[config.mk]
export PLATFORM = sky130hd
export DESIGN_NAME = gray_counter
export DESIGN_NICKNAME = d
export VERILOG_FILES = /design/src/rtl/gray_counter.sv
export SDC_FILE = /design/constraint.sdc
export NUM_CORES = 1
export LEC_CHECK = 0
export ABC_CLOCK_PERIOD_IN_PS = 4340
export BUFFER_PORTS_ARGS = -buffer_cell sky130_fd_sc_hd__buf_4
export CELL_PAD_IN_SITES_DETAIL_PLACEMENT = 0
export CELL_PAD_IN_SITES_GLOBAL_PLACEMENT = 1
export CORE_AREA = 2 2 39 41
export CTS_CLUSTER_DIAMETER = 100
export CTS_CLUSTER_SIZE = 28
export DETAILED_ROUTE_END_ITERATION = 6
export DIE_AREA = 0 0 41 43
export GPL_ROUTABILITY_DRIVEN = 1
export HOLD_SLACK_MARGIN = 0.12
export PLACE_DENSITY_LB_ADDON = 0.1
export SLEW_MARGIN = 20
export SYNTH_ARGS = -nofsm -noshare
export SYNTH_HDL_FRONTEND = slang
export SYNTH_SLANG_ARGS = --single-unit
[constraint.sdc]
create_clock -name clk -period 4.34 [get_ports clk]
set_clock_uncertainty 0.1 [all_clocks]
set_input_delay 0.651 -clock clk [delete_from_list [all_inputs] [get_ports clk]]
set_output_delay 0.651 -clock clk [all_outputs]
set_load 0.02 [all_outputs]
[src/rtl/gray_counter.sv]
// Registered up/down Gray-code counter with binary/Gray parallel load and a wrap pulse.
// Gray, binary and wrap are all flopped, so gray_out changes one bit per count step.
module gray_counter #(
   parameter int unsigned WIDTH = 3,
   parameter int unsigned INIT  = 0
) (
   input  logic             clk,
   input  logic             rst_n,
   input  logic             en,
   input  logic             up_dn,
   input  logic             load,
   input  logic             load_is_gray,
   input  logic [WIDTH-1:0] load_val,
   output logic [WIDTH-1:0] bin_out,
   output logic [WIDTH-1:0] gray_out,
   output logic             wrap
);

   localparam logic [WIDTH-1:0] InitBin  = WIDTH'(INIT);
   localparam logic [WIDTH-1:0] InitGray = InitBin ^ (InitBin >> 1);
   localparam logic [WIDTH-1:0] One      = {{(WIDTH - 1){1'b0}}, 1'b1};
   localparam logic [WIDTH-1:0] MaxCount = {WIDTH{1'b1}};

   logic [WIDTH-1:0] bin_q, bin_d;
   logic [WIDTH-1:0] gray_q, gray_d;
   logic             wrap_q, wrap_d;

   function automatic logic [WIDTH-1:0] gray_to_bin(input logic [WIDTH-1:0] g);
      logic [WIDTH-1:0] b;
      b = g;
      for (int i = int'(WIDTH) - 2; i >= 0; i--) begin
         b[i] = b[i+1] ^ g[i];
      end
      return b;
   endfunction

   always_comb begin
      bin_d  = bin_q;
      wrap_d = 1'b0;
      if (load) begin
         bin_d = load_is_gray ? gray_to_bin(load_val) : load_val;
      end else if (en) begin
         if (up_dn) begin
            bin_d  = bin_q + One;
            wrap_d = (bin_q == MaxCount);
         end else begin
            bin_d  = bin_q - One;
            wrap_d = (bin_q == '0);
         end
      end
      // Gray is encoded ahead of the flop so the output pin is a clean register.
      gray_d = bin_d ^ (bin_d >> 1);
   end

   always_ff @(posedge clk or negedge rst_n) begin
      if (!rst_n) begin
         bin_q  <= InitBin;
         gray_q <= InitGray;
         wrap_q <= 1'b0;
      end else begin
         bin_q  <= bin_d;
         gray_q <= gray_d;
         wrap_q <= wrap_d;
      end
   end

   assign bin_out  = bin_q;
   assign gray_out = gray_q;
   assign wrap     = wrap_q;

endmodule

==> results of run 1 <==
-- state kept, by name, indices dropped and copies added (netlist names) --
signal,cells
bin_out,3
wrap,1
gray_out,2
-- layout make-up --
class / count / area, um^2 / area share, %
clock buffers: 3 / 22.52 / 4.235
inverters: 1 / 3.754 / 0.7059
multi-input cells: 27 / 212.7 / 40.00
flip-flops and latches: 6 / 150.1 / 28.24
well taps: 16 / 20.02 / 3.765
repair buffers: 16 / 122.6 / 23.06
-- critical path, stage by stage --
cell	delay [ns]
buf_4	0.10
inv_1	0.05
fa_1	0.43
xor2_1	0.16
or3_1	0.37
nand3_2	0.10
xor2_1	0.15
-- cell families (layout without fill, tap and decap cells) --
| group | after synthesis | in the layout | synth area share [%] |
|---|---|---|---|
| simple gates | 12 | 12 | 19.81 |
| xor+xnor | 8 | 8 | 18.18 |
| flops | 6 | 6 | 38.96 |
| compound gates | 4 | 4 | 5.844 |
| buf+inv | 3 | 20 | 5.844 |
| mux | 2 | 2 | 6.168 |
| fa+ha+maj | 1 | 1 | 5.195 |
-- routing by layer --
metal  up-vias  share of wire [%]  global-route usage, %
met2        13                 48                  12.81
met3         0                8.8                  1.571
met1       136                 44                  11.33
li1        154                  -                      -
met5         -                  0                      0
met4         0                  0                  10.00
-- cells in the mapped netlist (2+ instances only) --
library cell  n
a21oi_1       3
dfrtp_1       6
nand2_1       2
nor2_1        3
xnor2_1       2
xor2_1        6
-- power groups by stage --
stage	clock [mW]	combinational, mW	sequential, mW
detailed placement	0	0.0999	0.0839
finish	0.0494	0.0990	0.0831
global route	0.0532	0.110	0.0850
floorplan	0	0.0448	0.0994
global placement	0	0.0991	0.0836
CTS	0.0519	0.101	0.0831
-- worst max-delay path by stage --
stage / start / endpoint / cells after the start
after floorplan: up_dn / gray_out[1]$_DFF_PN0_ / 6
after global placement: up_dn / gray_out[1]$_DFF_PN0_ / 7
after detailed placement: up_dn / gray_out[1]$_DFF_PN0_ / 7
after CTS: up_dn / gray_out[1]$_DFF_PN0_ / 7
after global routing: up_dn / gray_out[1]$_DFF_PN0_ / 7
final: up_dn / gray_out[1]$_DFF_PN0_ / 7
-- timing repair --
action,4_1_cts,5_1_grt
hold endpoints to repair,6,0
setup buffers,0,0
hold buffers,1,0
==> qor.yml, run 1 <==
async_flop_share_pct: 100.0
drtIter0Drc: 0
root_buffer: "clkbuf_4"
slew_headroom_pct: 80.90
std_cell_rows: 14
switching_share_pct: 35.89
clock.fmax_mhz: 512.9
worstHoldStart: "load"
htreeDepth: 1
yosys.area.top_type: "dfrtp_1"
r2r_end: "gray_out[1]$_DFF_PN0_"
pin_count: 16
worstSkewPairLatency_ns: 0.24
hold_viol: 0
grt.total_usage_pct: 9.457
wire_per_inst_um: 10.26
placedCellCount: 65
clkPwrFrac_pct: 21.3
synth_edf_count: 0
area_delta_synth_final_pct: 37.99
hold_end: "gray_out[0]$_DFF_PN0_"
hold_class: "in -> reg"
vias: 303
worstSetupEndpointType: "flip-flop"
antenna_found_initial: 0
worstPathMaxFanout: 4
die_w_um: 41
cts_sinks: 6
seq_power_share_pct: 35.9
hold_ws_ns: 0.5559
clk_pin_slew_ns: 0.04
synth-main-ff-cell: "dfrtp_1"
r2r_slack_ns: 2.51
synth_top_cells_by_area: "dfrtp_1, xor2_1, fa_1, xnor2_1, a21oi_1"
drt_wl_total_um: 708
cap_violations: 0
worstMarginPinSlew_ns: 0.2785
required_ns: 4.40
diodes: 0
p_int_uw: 148.4
setup_viol: 0
ctsResizeCount: 0
timing.rr.start: "bin_out[0]$_DFF_PN0_"
critPathLaunchType: "input port"
syn-num-nets: 46
synth_cell_types: 20
die_h_um: 43
post_dp_cell_area_um2: 499.2
fill_cells: 138
synth-seq-cells: 6
pre_cts_ws_ns: 2.135
grt_first_pass_wirelength_um: 1062
overflow: 0
fin_util_pct: 38.43
setup_tns_ns: 0
critPathKind: "in -> reg"
ys_seq_area_share_pct: 38.96
whs_path_depth: 2
cts_buffer_depth: 2
nets: 65
leakagePower_nw: 0.2508
period_share_pct: 44.92
yosysWarnings: 0
cellPowerDensity_mw_per_mm2: 435.4
drc: 0
p_sw_uw: 83.09
ant_nets: 0
totalPowerFinal_uw: 231.5
syn_area_um2: 385.4
layout_commonest_cell: "buf_4"
grt_max_degree: 10
final_cell_mix: "buf_4, xor2_1, dfrtp_1"
synth_top_area_share_pct: 38.96
first_global_vias: 259
dpl.hpwl_um: 590
min_period_ns: 1.950
setup_slack_ns: 2.390
first_pass_iters: 1
drive_above_1_share_pct: 39.62
slew_violations: 0
die_area_mm2: 0.001763
synthCells: 36
start_util_pct: 27.85
post_synth.cell_area_avg_um2: 10.70
worstPathArrival_ns: 2.01
status: "finished, final reports clean"
power_frac_comb_pct: 42.8
r2r_cells: 5
peakVddDrop_mv: 0.09326
design_area_um2: 531.8
cts_tree: "done"
port_buffers: 15
gp_congestion: 0.6867
routed_via_density: 4.391
numCtsBuffers: 3
coreArea_mm2: 0.001384
instances_no_fill: 69
rsz0062_at_grt: "false"
(Power assumes the default switching activity.)
==> run 2, diff against run 1 <==
Settings changed: ABC_CLOCK_PERIOD_IN_PS 4340 to 1570, CORE_AREA 2 2 39 41 to unset, CORE_UTILIZATION set to 29, DIE_AREA 0 0 41 43 to unset.
Clock period 4.34 ns to 1.57 ns, I/O delays scaled along.
==> run 2 against run 1 <==
Compared with the run above:
- the flow now finishes with violations (negative setup slack)
- sequential share of layout area is 1.9 points lower
- clock-buffer cell count is 1 higher
- largest power group unchanged
- register-to-register slack worse by 2.6 ns
- largest cell class unchanged
- cell count is 4.3% higher
- setup slack worse by 2.5 ns
- hold slack worse by 0.41 ns
- clock power grew to 3.1 times the previous value
- critical path depth is 2 lower
- final area is 9.2% higher
- combinational power grew to 3.5 times the previous value
- flip-flop and latch count stayed put
- sequential power grew to 2.7 times the previous value
==> qor.yml, run 2 (same netlist as run 1, synthesis figures left out) <==
cp_top_family: "flip-flops"
layout_commonest_cell: "buf_4"
gp_congestion: 0.7271  # +5.9%
leakagePower_nw: 0.2679  # +6.8%
antenna_found_initial: 0  # unchanged
setup_tns_ns: -0.1857  # -0.1857 ns
diodes: 0  # unchanged
rsz0062_at_grt: "true"
first_global_vias: 318  # +23%
cts_tree: "done"
violations: "negative setup slack"
largest_reg_flops: 3  # unchanged
worstSetupEndpointType: "flip-flop"
clk_pin_slew_ns: 0.05  # about the same
period_share_pct: 107.2
htreeDepth: 1  # unchanged
cts_buffer_depth: 2  # unchanged
coreArea_mm2: 0.001171  # -15%
die_w_um: 38.46  # -6.2%
status: "finished with violations"
totalPowerFinal_uw: 721.8  # +210%
grt_first_pass_wirelength_um: 1331  # +25%
numCtsBuffers: 3  # unchanged
die_area_mm2: 0.001479  # -16%
port_buffers: 15  # unchanged
slew_violations: 0  # unchanged
worstSkewPairLatency_ns: 0.25  # about the same
pre_cts_ws_ns: -0.1057  # -2.241 ns
required_ns: 1.63  # -2.77 ns
drtIter0Drc: 5  # +5
hold_class: "in -> reg"
cts_sinks: 6  # unchanged
pin_count: 16  # unchanged
timing.rr.start: "bin_out[0]$_DFF_PN0_"
clock.fmax_mhz: 594.3
grt_max_degree: 10  # unchanged
final_cell_mix: "buf_4, xor2_1, dfrtp_1"
drc: 0  # unchanged
critPathLaunchType: "flip-flop"
die_h_um: 38.46  # -11%
wire_per_inst_um: 11.01  # +7.3%
worstPathMaxFanout: 2  # -2
cap_violations: 0  # unchanged
peakVddDrop_mv: 0.4460  # +380%
fin_util_pct: 49.57  # +11 points
worstMarginPinSlew_ns: 0.2397  # -0.03882 ns
crit_start: "bin_out[0]$_DFF_PN0_"
path_cells: "fa_2 -> xor2_1 -> or3_1 -> nand3_2 -> xor2_1"
nets: 69  # +6.2%
hold_ws_ns: 0.1459  # -0.4100 ns
setup_viol: 3  # +3
critPathMaxStageDelay_ns: 0.41  # -0.02 ns
slowest_stage: "dfrtp_2"
worstPathArrival_ns: 1.74  # -0.27 ns
vias: 332  # +9.6%
area_delta_synth_final_pct: 50.65
overflow: 0  # unchanged
drt_wl_total_um: 793  # +12%
hold_viol: 0  # unchanged
std_cell_rows: 12  # -2
cellPowerDensity_mw_per_mm2: 1243  # +190%
critPathKind: "reg -> reg"
slew_headroom_pct: 84.02  # +3.1 points
worstHoldStart: "load"
grt.total_usage_pct: 13.55  # +4.1 points
start_util_pct: 32.91  # +5.1 points
ant_nets: 0  # unchanged
root_buffer: "clkbuf_4"
fill_cells: 121  # -12%
routed_via_density: 4.611  # +5.0%
min_period_ns: 1.683
cp_common_cell: "xor2_1"
first_pass_iters: 3  # +2
drive_above_1_share_pct: 50.00  # +10 points
setup_slack_ns: -0.1127  # -2.503 ns
worst-path-buf-inv: 0  # -2
run 2: cell types whose count changed in the layout (fill, tap and decap cells not counted), sizes merged:
cell and delta:
buf +4, clkbuf +1
run 2: timing repair:
item,CTS,global route
setup endpoints to repair,2,3
setup buffers,1,0
pin swaps,0,1
hold buffers,1,0
endpoints found under the hold margin,6,0
resized for setup,0,1
run 2: worst reg2reg max path, cell delays in order (launching register included):
cell	delay, ns
dfrtp_2	0.41
fa_2	0.39
xor2_1	0.15
or3_1	0.32
nand3_2	0.08
xor2_1	0.14
run 2: path summary, 6_finish.rpt:
path	end	slack (ns)	cells past startpoint
worst max-delay path	gray_out[1]$_DFF_PN0_	-0.11	5
worst min-delay path	bin_out[0]$_DFF_PN0_	0.15	2
worst max register to register	gray_out[1]$_DFF_PN0_	-0.11	5
worst min register to register	wrap$_DFF_PN0_	0.56	2
max in group asynchronous	bin_out[2]$_DFF_PN0_	1.01	2
min in group asynchronous	wrap$_DFF_PN0_	0.23	2
run 2: final cells by class:
cell class	count	area (um^2)	area share, %
repair buffers	20	152.6	26.29
flip-flops and latches	6	152.6	26.29
multi-input cells	27	227.7	39.22
clock buffers	4	26.28	4.526
well taps	14	17.52	3.017
inverters	1	3.754	0.6466
run 2: metrics by stage:
stage | cell area, um^2 | instances
after global placement | 528.0 | 66
after detailed placement | 528.0 | 66
after CTS | 571.8 | 72
final | 580.6 | 72
after global routing | 580.6 | 72
after floorplan | 394.1 | 36
run 2: power breakdown:
part	total, mW	switching (mW)	internal [mW]
registers	0.223	0.0267	0.196
clock network	0.153	0.0570	0.0963
logic	0.345	0.173	0.173
run 2: per-layer routing:
layer,track usage [%],vias to the layer above,wire length [um]
met5,0,-,0
met4,5.172,0,13
met3,3.488,2,77
met2,23.73,18,374
met1,15.64,148,328
li1,-,164,-
